File: src/rtl/led_seq_ctrl_if.sv
// Counter-side bus between the sequencer (master) and the LED up/down counter datapath (slave).
interface led_seq_ctrl_if #(
    parameter int WIDTH = 5
);
    logic             cnt_load;
    logic [WIDTH-1:0] cnt_load_val;
    logic [WIDTH-1:0] cnt_end;
    logic             cnt_up;
    logic             cnt_step;
    logic             cnt_done;

    modport master (
        output cnt_load, cnt_load_val, cnt_end, cnt_up, cnt_step,
        input  cnt_done
    );
    modport slave (
        input  cnt_load, cnt_load_val, cnt_end, cnt_up, cnt_step,
        output cnt_done
    );
endinterface

File: src/rtl/led_seq_ctrl.sv
// Segment sequencer for the LED up/down counter: walks a 4-entry {start,end} table,
// pacing counter steps with a divided tick and holding a dwell between segments.
module led_seq_ctrl #(
    parameter int WIDTH       = 5,
    parameter int TICK_DIV    = 4,
    parameter int DWELL_TICKS = 2
) (
    input  logic             clk,
    input  logic             rst,
    input  logic             start,
    input  logic             stop,
    input  logic             loop_en,
    input  logic [1:0]       last_seg,
    input  logic             wr_en,
    input  logic [1:0]       wr_addr,
    input  logic [WIDTH-1:0] wr_start,
    input  logic [WIDTH-1:0] wr_end,
    led_seq_ctrl_if.master   cnt,
    output logic [1:0]       seg_idx,
    output logic             busy,
    output logic             seq_done
);
    localparam int PW = (TICK_DIV > 1) ? $clog2(TICK_DIV) : 1;
    localparam int DW = (DWELL_TICKS > 1) ? $clog2(DWELL_TICKS) : 1;
    localparam logic [PW-1:0] PRESC_LAST = PW'(TICK_DIV - 1);
    localparam logic [DW-1:0] DWELL_LAST = DW'(DWELL_TICKS - 1);

    typedef enum logic [1:0] {
        S_IDLE,
        S_LOAD,
        S_RUN,
        S_DWELL
    } state_e;

    state_e           state_q, state_d;
    logic [PW-1:0]    presc_q, presc_d;
    logic [DW-1:0]    dwell_q, dwell_d;
    logic [1:0]       seg_idx_q, seg_idx_d;
    logic [1:0]       last_seg_q, last_seg_d;
    logic             load_q, load_d;
    logic [WIDTH-1:0] load_val_q, load_val_d;
    logic [WIDTH-1:0] end_q, end_d;
    logic             up_q, up_d;
    logic             seq_done_q, seq_done_d;
    logic [WIDTH-1:0] tbl_start_q [4];
    logic [WIDTH-1:0] tbl_end_q   [4];

    logic             tick;
    logic             tbl_we;
    logic [WIDTH-1:0] nxt_start;
    logic [WIDTH-1:0] nxt_end;

    always_comb begin
        // NOTE: every always_comb target gets a default first so no path infers a latch.
        tick       = (presc_q == PRESC_LAST);
        tbl_we     = wr_en && (state_q == S_IDLE);
        state_d    = state_q;
        presc_d    = presc_q;
        dwell_d    = dwell_q;
        seg_idx_d  = seg_idx_q;
        last_seg_d = last_seg_q;
        load_d     = 1'b0;
        seq_done_d = 1'b0;
        load_val_d = load_val_q;
        end_d      = end_q;
        up_d       = up_q;
        nxt_start  = '0;
        nxt_end    = '0;

        unique case (state_q)
            S_IDLE: begin
                if (start) begin
                    state_d    = S_LOAD;
                    seg_idx_d  = 2'd0;
                    last_seg_d = last_seg;
                end
            end
            S_LOAD: begin
                state_d = S_RUN;
                presc_d = '0;
            end
            S_RUN: begin
                if (cnt.cnt_done) begin
                    state_d = S_DWELL;
                    presc_d = '0;
                    dwell_d = '0;
                end else begin
                    presc_d = tick ? '0 : presc_q + 1'b1;
                end
            end
            S_DWELL: begin
                presc_d = tick ? '0 : presc_q + 1'b1;
                if (tick) begin
                    if (dwell_q == DWELL_LAST) begin
                        if (seg_idx_q < last_seg_q) begin
                            seg_idx_d = seg_idx_q + 1'b1;
                            state_d   = S_LOAD;
                        end else if (loop_en) begin
                            seg_idx_d = 2'd0;
                            state_d   = S_LOAD;
                        end else begin
                            state_d    = S_IDLE;
                            seq_done_d = 1'b1;
                        end
                    end else begin
                        dwell_d = dwell_q + 1'b1;
                    end
                end
            end
            default: state_d = S_IDLE;
        endcase

        // Abort overrides every transition above, including a same-cycle start.
        if (stop) begin
            state_d    = S_IDLE;
            seq_done_d = 1'b0;
            seg_idx_d  = seg_idx_q;
            last_seg_d = last_seg_q;
        end

        // Load values are registered on entry to LOAD; a same-cycle idle write bypasses the table.
        if (state_d == S_LOAD) begin
            load_d    = 1'b1;
            nxt_start = tbl_start_q[seg_idx_d];
            nxt_end   = tbl_end_q[seg_idx_d];
            if (tbl_we && (wr_addr == seg_idx_d)) begin
                nxt_start = wr_start;
                nxt_end   = wr_end;
            end
            load_val_d = nxt_start;
            end_d      = nxt_end;
            up_d       = (nxt_end >= nxt_start);
        end
    end

    // NOTE: state uses non-blocking assignments only, so every flop samples pre-edge values.
    always_ff @(posedge clk) begin
        if (rst) begin
            state_q    <= S_IDLE;
            presc_q    <= '0;
            dwell_q    <= '0;
            seg_idx_q  <= 2'd0;
            last_seg_q <= 2'd0;
            load_q     <= 1'b0;
            load_val_q <= '0;
            end_q      <= '0;
            up_q       <= 1'b0;
            seq_done_q <= 1'b0;
            // NOTE: the table is reset like any other flop; a cleared table is visible behaviour.
            for (int i = 0; i < 4; i++) begin
                tbl_start_q[i] <= '0;
                tbl_end_q[i]   <= '0;
            end
        end else begin
            state_q    <= state_d;
            presc_q    <= presc_d;
            dwell_q    <= dwell_d;
            seg_idx_q  <= seg_idx_d;
            last_seg_q <= last_seg_d;
            load_q     <= load_d;
            load_val_q <= load_val_d;
            end_q      <= end_d;
            up_q       <= up_d;
            seq_done_q <= seq_done_d;
            if (tbl_we) begin
                tbl_start_q[wr_addr] <= wr_start;
                tbl_end_q[wr_addr]   <= wr_end;
            end
        end
    end

    // Step is combinational on cnt_done so the counter never overshoots, even at TICK_DIV=1.
    assign cnt.cnt_step     = (state_q == S_RUN) && tick && !cnt.cnt_done && !stop;
    assign cnt.cnt_load     = load_q;
    assign cnt.cnt_load_val = load_val_q;
    assign cnt.cnt_end      = end_q;
    assign cnt.cnt_up       = up_q;
    assign seg_idx          = seg_idx_q;
    assign busy             = (state_q != S_IDLE);
    assign seq_done         = seq_done_q;

endmodule

File: src/flat_wrapper.sv
// flat-port wrapper written by rule: the top's interface ports become plain ports
module led_seq_ctrl_flat 
#(
    parameter int WIDTH       = 5,
    parameter int TICK_DIV    = 4,
    parameter int DWELL_TICKS = 2
)
  (clk, rst, start, stop, loop_en, last_seg, wr_en, wr_addr, wr_start, wr_end, seg_idx, busy, seq_done, cnt_cnt_load, cnt_cnt_load_val, cnt_cnt_end, cnt_cnt_up, cnt_cnt_step, cnt_cnt_done);
  led_seq_ctrl_if #(.WIDTH(WIDTH)) cnt_i ();
  input  logic clk;
  input  logic rst;
  input  logic start;
  input  logic stop;
  input  logic loop_en;
  input  logic [1:0] last_seg;
  input  logic wr_en;
  input  logic [1:0] wr_addr;
  input  logic [WIDTH-1:0] wr_start;
  input  logic [WIDTH-1:0] wr_end;
  output logic [1:0] seg_idx;
  output logic busy;
  output logic seq_done;
  output wire logic [$bits(cnt_i.cnt_load)-1:0] cnt_cnt_load;
  output wire logic [$bits(cnt_i.cnt_load_val)-1:0] cnt_cnt_load_val;
  output wire logic [$bits(cnt_i.cnt_end)-1:0] cnt_cnt_end;
  output wire logic [$bits(cnt_i.cnt_up)-1:0] cnt_cnt_up;
  output wire logic [$bits(cnt_i.cnt_step)-1:0] cnt_cnt_step;
  input wire logic [$bits(cnt_i.cnt_done)-1:0] cnt_cnt_done;
  assign cnt_cnt_load = cnt_i.cnt_load;
  assign cnt_cnt_load_val = cnt_i.cnt_load_val;
  assign cnt_cnt_end = cnt_i.cnt_end;
  assign cnt_cnt_up = cnt_i.cnt_up;
  assign cnt_cnt_step = cnt_i.cnt_step;
  assign cnt_i.cnt_done = cnt_cnt_done;
  led_seq_ctrl #(.WIDTH(WIDTH), .TICK_DIV(TICK_DIV), .DWELL_TICKS(DWELL_TICKS)) u_core (.clk(clk), .rst(rst), .start(start), .stop(stop), .loop_en(loop_en), .last_seg(last_seg), .wr_en(wr_en), .wr_addr(wr_addr), .wr_start(wr_start), .wr_end(wr_end), .cnt(cnt_i), .seg_idx(seg_idx), .busy(busy), .seq_done(seq_done));
endmodule
File: config.mk
export PLATFORM = sky130hd
export DESIGN_NAME = led_seq_ctrl_flat
export DESIGN_NICKNAME = d
export VERILOG_FILES = /design/src/rtl/led_seq_ctrl_if.sv /design/src/rtl/led_seq_ctrl.sv /design/src/flat_wrapper.sv
export SDC_FILE = /design/constraint.sdc
export NUM_CORES = 1
export LEC_CHECK = 0
export ABC_AREA = 1
export BUFFER_PORTS_ARGS = -buffer_cell sky130_fd_sc_hd__buf_2
export CAP_MARGIN = 20
export CELL_PAD_IN_SITES_DETAIL_PLACEMENT = 1
export CELL_PAD_IN_SITES_GLOBAL_PLACEMENT = 2
export CORE_MARGIN = 3
export CORE_UTILIZATION = 38
export DETAILED_ROUTE_END_ITERATION = 8
export GPL_ROUTABILITY_DRIVEN = 1
export HOLD_SLACK_MARGIN = 0.08
export PLACE_DENSITY = 0.88
export SLEW_MARGIN = 20
export SYNTH_ARGS = -nofsm -noshare
export SYNTH_HDL_FRONTEND = slang
export SYNTH_SLANG_ARGS = --single-unit
File: constraint.sdc
create_clock -name clk -period 5 [get_ports clk]
set_input_delay 0 -clock clk [delete_from_list [all_inputs] [get_ports clk]]
set_output_delay 0 -clock clk [all_outputs]
set_load 0.02 [all_outputs]
==> run_results.csv, run 1 <==
group,metric,value,unit
final_layout,layout.nets,498,
sta,finalSetupTns,0,ns
route,wl_per_cell,16.0,um
setup_path,crit_path_start,"u_core.seg_idx[1]",
power,powerDensity,294,mW/mm2
clock_network,clk_pin_slew,0.07,ns
placement,portBuffers,37,
synth,synth_edf_count,40,
route,drtAntennaViolNets,0,
clock_network,post_cts_resized,0,
route,remaining_drc_errors,0,
sta,setup_violations,0,
floorplanning,rows,33,
clock_network,cts_sinks,62,
power,swShare,26.6,%
synth,syn_avg_cell_area,8.13,um2
route,drtPass1Iterations,4,
sta,fin_skew,0.00816,ns
sta,max_slew_margin,45.7,%
route,dr_total_vias,2942,
placement,place.gp.congestion,0.820,
setup_path,timing.rr.end,"u_core.cnt.cnt_up",
route,drt_iter0_markers,139,
floorplanning,io_pins,38,
clock_network,clockBufferDepth,2,
flow_run,cap_viol_max_count,0,
synth,synthArstFlopShare,0,%
sta,fmax,0.265,GHz
clock_network,cts_buffers,9,
setup_path,reg2reg_from,"u_core.seg_idx[1]",
setup_path,critPathCaptureType,"flip-flop",
final_layout,diodes,0,
power,p_seq_share,49.8,%
synth,synthFlopType,"edfxtp_1",
final_layout,layout-drive-gt1-share,16.8,%
global_route,grt_pass1_wl,15200,um
global_route,grt_overflow,0,
global_route,grt_max_degree,23,
setup_path,arrival,3.97,ns
synth,ys_warn_count,0,
floorplanning,die_w,101,um
power,p_clk_share,36.9,%
setup_path,crit_path_max_incr_delay,0.46,ns
setup_path,crit_end,"u_core.cnt.cnt_up",
power,p_leak,1.91,nW
setup_path,startpoint_type,"flip-flop",
setup_path,required,5.19,ns
global_route,grt_pass1_vias,2962,
route,routed_via_density,5.11,
power,ir_drop,0.134,mV
synth,synth-seq-area-share,48.2,%
floorplanning,start_util,40.3,%
sta,rsz0062_at_grt,"no",
setup_path,worstRegToRegCells,21,
setup_path,crit_top_cell,"nand2_1",
clock_network,cts_tree,"done",
final_layout,area_growth,16.9,%
setup_path,cp_max_fo,11,
clock_network,cts_max_level,3,
synth,synth_fp_nets,451,
route,totalWireLength,9210,um
power,p_comb_share,13.3,%
synth,synthCells,419,
final_layout,num-fill-cells,1041,
floorplanning,dieHeight,101,um
power,power.switching,0.312,mW
sta,post-route-period-util,75.6,%
sta,fin_crit,3.78,ns
power,p_int,0.860,mW
setup_path,crit_chain,"ha_1 > nand2_2 > nand2_1 > nand2_2 > nand2_1 > nand2_1 > nand2_1 > nand2_1 > nand2_1 > nand2_1 > nand2_1 > nand2_2 > nand2_1 > and2_1 > ha_1 > a21boi_0 > o21a_1 > o21ai_0 > nand2_1 > a21oi_1 > a21oi_1",
clock_network,clk_latency,0.34,ns
floorplanning,fp.coreArea,0.00846,mm2
setup_path,crit_slowest_cell,"dfxtp_1",
floorplanning,die_area,0.0101,mm2
clock_network,cts_setup_buffers,0,
sta,final_max_slew_viol_count,0,
setup_path,path_class,"reg2reg",
sta,tightest_slew,0.813,ns
synth,synth-seq-cells,62,
global_route,groute.usage.overall,19.5,%
synth,syn_area,0.00341,mm2
sta,hold_viol,0,
setup_path,r2r_slack,1.22,ns
outcome,status,"finished clean",
clock_network,clock-root-buffer,"clkbuf_8",
sta,fin_hold_ws,0.103,ns
min_path,hold_path_class,"in2reg",
global_route,antenna_found_initial,0,
synth,synth_cell_types,29,
placement,dp_hpwl,6690,um
## worst max-delay path: cells and delay by family, from the launching register on
kind	cells	cell delay, ns
simple gates	14	1.96
compound gates	5	0.60
flops	1	0.46
fa+ha+maj	2	0.58
## cells in the mapped netlist, drive strengths merged (4+ instances only)
cell type | n | area share (%)
buf | 12 | 2.2
o21ai | 11 | 1.7
nor3 | 4 | 0.59
nand4 | 4 | 0.73
edfxtp | 40 | 35
inv | 54 | 5.9
nor2 | 52 | 6.1
a21oi | 8 | 1.2
and2 | 5 | 0.92
dfxtp | 22 | 13
ha | 11 | 4.0
clkbuf | 7 | 0.77
o21a | 11 | 2.4
nand3 | 43 | 7.8
nand3b | 13 | 2.9
nand2 | 118 | 14
## cells in the final DEF (no fill, tap or decap), types with 7 or more instances in the layout
| cell | n |
|---|---|
| nand3_1 | 33 |
| nand3_2 | 10 |
| nand3b_1 | 13 |
| nand2_1 | 111 |
| nor2_1 | 49 |
| buf_2 | 37 |
| a21oi_1 | 8 |
| ha_1 | 11 |
| edfxtp_1 | 40 |
| o21ai_0 | 8 |
| clkbuf_8 | 9 |
| nand2_2 | 7 |
| dlygate4sd3_1 | 15 |
| dfxtp_1 | 22 |
| inv_1 | 52 |
| o21a_1 | 11 |
## flip-flops by register name, summed over array words and instances (netlist names)
name,count
u_core.cnt.cnt_end,5
u_core.cnt.cnt_load,1
u_core.cnt.cnt_load_val,5
u_core.cnt.cnt_up,1
u_core.dwell_q,1
u_core.last_seg_q,2
u_core.presc_q,2
u_core.seg_idx,2
u_core.seq_done,1
u_core.state_q,2
u_core.tbl_end_q,20
u_core.tbl_start_q,20
## timing repair
| item | in CTS | in global routing |
|---|---|---|
| endpoints found under the hold margin | 45 | 0 |
| setup endpoints to repair | 0 | 0 |
| hold buffers | 15 | 0 |
## power by group through the flow
stage          registers (mW)  logic, mW  clock network, mW
3_3_place_gp            0.594      0.145                  0
6_report                0.584      0.156              0.432
2_1_floorplan           0.604     0.0908                  0
5_1_grt                 0.587      0.178              0.463
4_1_cts                 0.584      0.158              0.443
3_5_place_dp            0.595      0.148                  0
## worst min-delay path by stage
stage           startpoint                    endpoint  cells past startpoint
6_report       wr_start[2]  u_core.cnt.cnt_load_val[2]                      5
5_1_grt        wr_start[2]    u_core.tbl_start_q[3][2]                      3
4_1_cts        wr_start[2]  u_core.cnt.cnt_load_val[2]                      5
3_5_place_dp   last_seg[0]        u_core.last_seg_q[0]                      3
3_3_place_gp   last_seg[0]        u_core.last_seg_q[0]                      3
2_1_floorplan         stop                cnt_cnt_step                      1
## per-stage QoR
| stage | cell area [um2] | setup slack [ns] | instances | power, mW | utilization (%) |
|---|---|---|---|---|---|
| detailed placement | 3640 | 1.19 | 545 | 0.744 | 43.1 |
| floorplan | 3410 | 2.15 | 419 | 0.694 | - |
| CTS | 3990 | 1.18 | 576 | 1.19 | 47.1 |
| global route | 3990 | 0.792 | 576 | 1.23 | 47.1 |
| finish | 3990 | 1.22 | 576 | 1.17 | 47.1 |
| global placement | 3640 | 1.31 | 545 | 0.739 | 43.1 |
## area by class of cell
| type | instances | area, um2 | area share [%] |
|---|---|---|---|
| Clock inverter | 6 | 62.6 | 1.57 |
| Inverter | 54 | 203 | 5.09 |
| Multi-Input combinational cell | 284 | 1460 | 36.7 |
| Clock buffer | 10 | 128 | 3.20 |
| Sequential cell | 62 | 1640 | 41.2 |
| Tap cell | 105 | 131 | 3.30 |
| Timing Repair Buffer | 55 | 358 | 8.98 |
## kinds of logic after synthesis
family | Yosys count | share of synthesized area [%]
and+or+nand+nor | 239 | 32.5
buffers and inverters | 73 | 8.96
DFF | 62 | 48.2
AOI/OAI and AO/OA | 34 | 6.35
adders and majority gates | 11 | 4.04
## per-layer routing
metal  global-route usage, %  share of wire, %  vias up
met1                    27.4                49     1437
met5                       0                 0        -
met4                    6.84               1.4        0
met3                    2.28               3.2        9
met2                    31.2                47       50
li1                        -                 -     1446
Power figures use the tool's default switching activity.
==> run 2, diff against run 1 <==
Settings changed: CORE_UTILIZATION 38 to 31, PLACE_DENSITY 0.88 to 0.78.
Clock period 5 ns to 3.1 ns, I/O delays scaled along.
==> run_results.csv, run 2 (same netlist as run 1, synthesis figures left out) <==
group,metric,value,unit
clock_network,cts_tree,"done",
setup_path,crit_slowest_cell,"dfxtp_2",
floorplanning,io_pins,38,
global_route,antenna_found_initial,0,
clock_network,cts_max_level,3,
sta,post-route-period-util,97.8,%
power,ir_drop,0.215,mV
sta,fmax,0.330,GHz
final_layout,regArea,0.00164,mm2
power,p_leak,2.12,nW
floorplanning,dieHeight,111,um
final_layout,area_growth,31.0,%
final_layout,final_common_cell,"nand2_1",
sta,fin_skew,0.00519,ns
floorplanning,rows,37,
route,remaining_drc_errors,0,
global_route,grt_overflow,0,
placement,place_ws,-0.143,ns
placement,place.gp.congestion,0.855,
floorplanning,die_w,111,um
placement,dp_hpwl,7380,um
route,wl_per_cell,16.4,um
setup_path,required,3.33,ns
final_layout,multiInputGateArea,0.00157,mm2
flow_run,cap_viol_max_count,0,
setup_path,r2r_slack,0.07,ns
final_layout,layout.nets,533,
min_path,holdPathStages,4,
setup_path,crit_chain,"inv_4 > ha_4 > nor2_4 > nand4_1 > o21ai_4 > nand2_4 > nand2_2 > nand2_2 > nor2_4 > nand2_4 > nand2_1 > and2_4 > ha_1 > a21boi_1 > o21a_1 > o21ai_1 > nand2_1 > a21oi_2 > a21oi_1",
setup_path,crit_family,"simple AND/OR/NAND/NOR gates",
sta,tightest_slew,0.536,ns
setup_path,crit_path_max_incr_delay,0.36,ns
outcome,status,"finished clean",
floorplanning,fp.coreArea,0.0105,mm2
setup_path,reg2reg_from,"u_core.state_q[0]",
global_route,groute.usage.overall,16.9,%
clock_network,clk_pin_slew,0.08,ns
sta,final_max_slew_viol_count,0,
setup_path,path_buf_inv,1,
sta,max_slew_margin,64.2,%
sta,hold_viol,0,
sta,setup_ws,0.0694,ns
route,totalWireLength,10500,um
min_path,min_from,"stop",
final_layout,layout_common_cells,"nand2_1 (101), inv_1 (51), nor2_1 (48), edfxtp_1 (40), buf_2 (37)",
final_layout,diodes,0,
global_route,grt_pass1_wl,16300,um
route,routed_via_density,4.79,
final_layout,layout-drive-gt1-share,27.1,%
setup_path,worstRegToRegCells,19,
global_route,grt_pass1_vias,3189,
clock_network,cts_sinks,62,
power,powerDensity,420,mW/mm2
sta,rsz0062_at_grt,"yes",
route,drtAntennaViolNets,0,
setup_path,cp_max_fo,6,
floorplanning,start_util,32.4,%
final_layout,largestRegisters,"u_core.tbl_end_q (20), u_core.tbl_start_q (20)",
floorplanning,die_area,0.0123,mm2
clock_network,clk_latency,0.34,ns
sta,setup_violations,0,
min_path,hold_path_class,"in2reg",
clock_network,clock-root-buffer,"clkbuf_8",
route,drtPass1Iterations,6,
setup_path,critPathCaptureType,"flip-flop",
final_layout,num-fill-cells,1245,
sta,fin_hold_ws,0.0811,ns
placement,portBuffers,37,
min_path,hold_end,"u_core.last_seg_q[0]",
route,drt_iter0_markers,134,
setup_path,arrival,3.26,ns
final_layout,stdcell_area,0.00447,mm2
setup_path,startpoint_type,"flip-flop",
clock_network,cts_buffers,9,
sta,fin_crit,3.03,ns
route,dr_total_vias,3073,
placement,dpl-instance-area,0.00385,mm2
setup_path,path_class,"reg2reg",
setup_path,timing.rr.end,"u_core.cnt.cnt_up",
global_route,grt_max_degree,23,
sta,finalSetupTns,0,ns
clock_network,clockBufferDepth,2,
final_layout,finish.utilization,42.5,%
## run 2: power by group
part           switching (mW)  internal (mW)
combinational           0.176          0.120
clock                   0.349          0.291
sequential             0.0160          0.925
total                   0.541           1.34
## run 2: how the worst max path moves through the flow
| stage | start | slack, ns | cells after the start | end |
|---|---|---|---|---|
| 4_1_cts | u_core.last_seg_q[1] | 0.009 | 20 | u_core.cnt.cnt_up |
| 2_1_floorplan | u_core.seg_idx[1] | 0.25 | 20 | u_core.cnt.cnt_up |
| 5_1_grt | u_core.state_q[0] | -0.14 | 19 | u_core.cnt.cnt_up |
| 3_5_place_dp | u_core.state_q[0] | -0.14 | 19 | u_core.cnt.cnt_up |
| 6_report | u_core.state_q[0] | 0.07 | 19 | u_core.cnt.cnt_up |
| 3_3_place_gp | u_core.state_q[0] | 0.09 | 19 | u_core.cnt.cnt_up |
## run 2: area by class of cell
| class | instances | share of cell area, % |
|---|---|---|
| Clock buffer | 9 | 2.77 |
| Clock inverter | 7 | 1.09 |
| Inverter | 54 | 4.60 |
| Multi-Input combinational cell | 284 | 35.2 |
| Sequential cell | 62 | 36.8 |
| Tap cell | 136 | 3.81 |
| Timing Repair Buffer | 90 | 15.7 |
## run 2: timing repair
item,in CTS,in global routing
setup buffers,1,11
setup endpoints to repair,1,1
gates resized for setup,9,29
endpoints found under the hold margin,39,0
pin swaps,4,14
hold buffers,16,0
gates cloned,0,2
## run 2: tightest hold or removal path, delay by kind of cell
family	cells	cell delay (ns)
AO/OA/AOI/OAI	1	0.14
buffers and inverters	1	0.13
AND/OR/NAND/NOR	2	0.12
## run 2: per-stage QoR
stage | std cells | power (mW)
finish | 642 | 1.88
global route | 642 | 1.97
CTS | 629 | 1.87
detailed placement | 596 | 1.22
global placement | 596 | 1.21
floorplan | 419 | 1.12
## run 2: per-layer routing
layer | track usage (%) | vias up | part of all wire [%]
li1 | - | 1512 | -
met1 | 22.2 | 1491 | 45
met2 | 28.6 | 52 | 50
met3 | 2.89 | 18 | 3.8
met4 | 5.01 | 0 | 1.8
met5 | 0 | - | 0
==> run 3, diff against run 2 <==
Settings changed: CORE_UTILIZATION 31 to 35, MAX_ROUTING_LAYER set to met4, PLACE_DENSITY 0.78 to unset, PLACE_DENSITY_LB_ADDON set to 0.3.
Clock period 3.1 ns to 3.09 ns, I/O delays scaled along.
==> run_results.csv, run 3 (same netlist as run 1, synthesis figures left out) <==
group,metric,value,unit
final_layout,layout-drive-gt1-share,28.1,%
setup_path,crit_chain,"inv_4 > ha_4 > nor2_4 > nand4_1 > o21ai_4 > nand2_4 > nand2_2 > nand2_2 > nor2_4 > buf_12 > buf_6 > nand3_4 > nand2_2 > ha_4 > a21boi_1 > o21a_1 > o21ai_1 > nand2_1 > a21oi_1 > a21oi_1",
floorplanning,fp.coreArea,0.00937,mm2
sta,fmax,0.337,GHz
clock_network,cts_sinks,62,
final_layout,area_growth,33.5,%
flow_run,cap_viol_max_count,0,
final_layout,final_common_cell,"nand2_1",
setup_path,critPathCaptureType,"flip-flop",
sta,setup_violations,0,
clock_network,cts_buffers,9,
setup_path,reg2reg_from,"u_core.state_q[0]",
setup_path,cp_max_fo,4,
sta,hold_viol,0,
setup_path,worstRegToRegCells,20,
route,dr_total_vias,3032,
power,powerDensity,434,mW/mm2
global_route,grt_pass1_vias,3135,
power,p_comb_share,15.4,%
sta,fin_skew,0.0133,ns
min_path,holdPathStages,6,
floorplanning,start_util,36.4,%
final_layout,layout.nets,533,
power,ir_drop,0.189,mV
route,wl_per_cell,15.9,um
route,drtAntennaViolNets,0,
clock_network,clk_pin_slew,0.07,ns
setup_path,crit_top_cell,"nand2_2",
global_route,grt_pass1_wl,16200,um
power,p_seq_share,47.8,%
setup_path,r2r_slack,0.12,ns
route,remaining_drc_errors,0,
sta,post-route-period-util,96.1,%
setup_path,arrival,3.20,ns
clock_network,clock-root-buffer,"clkbuf_8",
min_path,hold_path_class,"in2reg",
setup_path,crit_path_max_incr_delay,0.37,ns
floorplanning,rows,35,
route,routed_via_density,4.77,
placement,portBuffers,37,
clock_network,clk_latency,0.35,ns
sta,max_slew_margin,67.3,%
setup_path,timing.rr.end,"u_core.cnt.cnt_up",
global_route,groute.usage.overall,19.5,%
clock_network,clockBufferDepth,2,
power,p_leak,2.13,nW
sta,tightest_slew,0.489,ns
min_path,hold_end,"u_core.state_q[1]",
final_layout,largestRegisters,"u_core.tbl_end_q (20), u_core.tbl_start_q (20)",
route,drtPass1Iterations,4,
placement,dp_hpwl,7120,um
sta,rsz0062_at_grt,"yes",
setup_path,startpoint_type,"flip-flop",
clock_network,cts_max_level,3,
sta,fin_hold_ws,0.132,ns
route,totalWireLength,10100,um
power,p_clk_share,36.8,%
final_layout,diodes,0,
floorplanning,die_area,0.0110,mm2
power,swShare,27.8,%
setup_path,crit_slowest_cell,"dfxtp_2",
setup_path,path_class,"reg2reg",
sta,finalSetupTns,0,ns
power,power.switching,0.549,mW
global_route,grt_overflow,0,
floorplanning,io_pins,38,
power,p_int,1.43,mW
sta,final_max_slew_viol_count,0,
global_route,grt_max_degree,23,
floorplanning,dieHeight,105,um
route,drt_iter0_markers,144,
clock_network,cts_tree,"done",
setup_path,required,3.32,ns
final_layout,layout_common_cells,"nand2_1 (98), inv_1 (50), nor2_1 (48), edfxtp_1 (40), buf_2 (37)",
placement,place.gp.congestion,0.859,
sta,fin_crit,2.97,ns
outcome,status,"finished clean",
global_route,antenna_found_initial,0,
floorplanning,die_w,105,um
min_path,min_from,"start",
==> run 3: changes by cell type in the layout (fill, tap and decap cells not counted), sizes merged, moves of 2 or more <==
cell	change
dlygate4sd3	+3
buf	-2
clkinv	-2
clkbuf	-2
==> run 3: through the flow <==
| step | util [%] | instances | power (mW) | setup slack [ns] | instance area (um2) |
|---|---|---|---|---|---|
| after floorplan | - | 419 | 1.12 | 0.242 | 3410 |
| after global placement | 40.9 | 589 | 1.21 | 0.0688 | 3840 |
| after detailed placement | 40.9 | 589 | 1.22 | -0.104 | 3840 |
| after CTS | 46.1 | 630 | 1.97 | 0.000426 | 4320 |
| after global routing | 48.6 | 635 | 2.08 | -0.0499 | 4550 |
| final | 48.6 | 635 | 1.98 | 0.121 | 4550 |
==> run 3: worst max path at each step <==
stage | start | to | slack, ns
2_1_floorplan | u_core.seg_idx[1] | u_core.cnt.cnt_up | 0.24
3_3_place_gp | u_core.state_q[0] | u_core.cnt.cnt_up | 0.07
3_5_place_dp | u_core.state_q[0] | u_core.cnt.cnt_up | -0.10
5_1_grt | u_core.state_q[0] | u_core.cnt.cnt_up | -0.05
6_report | u_core.state_q[0] | u_core.cnt.cnt_up | 0.12
4_1_cts | u_core.state_q[0] | u_core.cnt.cnt_up | 0.0004
==> run 3: critical path: cells and delay by family (launching register included) <==
family / cells / cell delay [ns]
adder cells (fa/ha/maj): 2 / 0.43
AND/OR/NAND/NOR: 9 / 0.88
flip-flops: 1 / 0.37
buffers and inverters: 3 / 0.30
AO/OA/AOI/OAI: 6 / 0.87
==> run 3: per-layer routing <==
| layer | wire [um] | vias up | track usage [%] |
|---|---|---|---|
| li1 | - | 1521 | - |
| met1 | 4760 | 1451 | 26.0 |
| met2 | 4810 | 46 | 30.4 |
| met3 | 377 | 14 | 3.40 |
| met4 | 138 | 0 | 6.47 |
| met5 | 0 | - | - |
==> run 3: area by class of cell <==
type | count | area, um2
fillers | 1132 | 4820
flip-flops and latches | 62 | 1650
multi-input cells | 284 | 1620
repair buffers | 90 | 717
inverters | 54 | 205
well taps | 129 | 161
clock buffers | 9 | 124
clock inverters | 7 | 72.6
==> run 3: power by group through the flow <==
| stage | Combinational (mW) | Sequential (mW) | Clock (mW) |
|---|---|---|---|
| 6_report | 0.305 | 0.945 | 0.728 |
| 5_1_grt | 0.341 | 0.949 | 0.791 |
| 4_1_cts | 0.287 | 0.944 | 0.742 |
| 3_5_place_dp | 0.258 | 0.963 | 0 |
| 3_3_place_gp | 0.254 | 0.960 | 0 |
| 2_1_floorplan | 0.147 | 0.977 | 0 |
==> run 3: what timing repair did <==
| action | CTS | global route |
|---|---|---|
| pin swaps | 7 | 19 |
| buffers inserted | 5 | 5 |
| endpoints found under the setup margin | 1 | 1 |
| resized for setup | 7 | 40 |
| hold buffers | 19 | 0 |
| endpoints found under the hold margin | 54 | 0 |
| cloned | 1 | 1 |
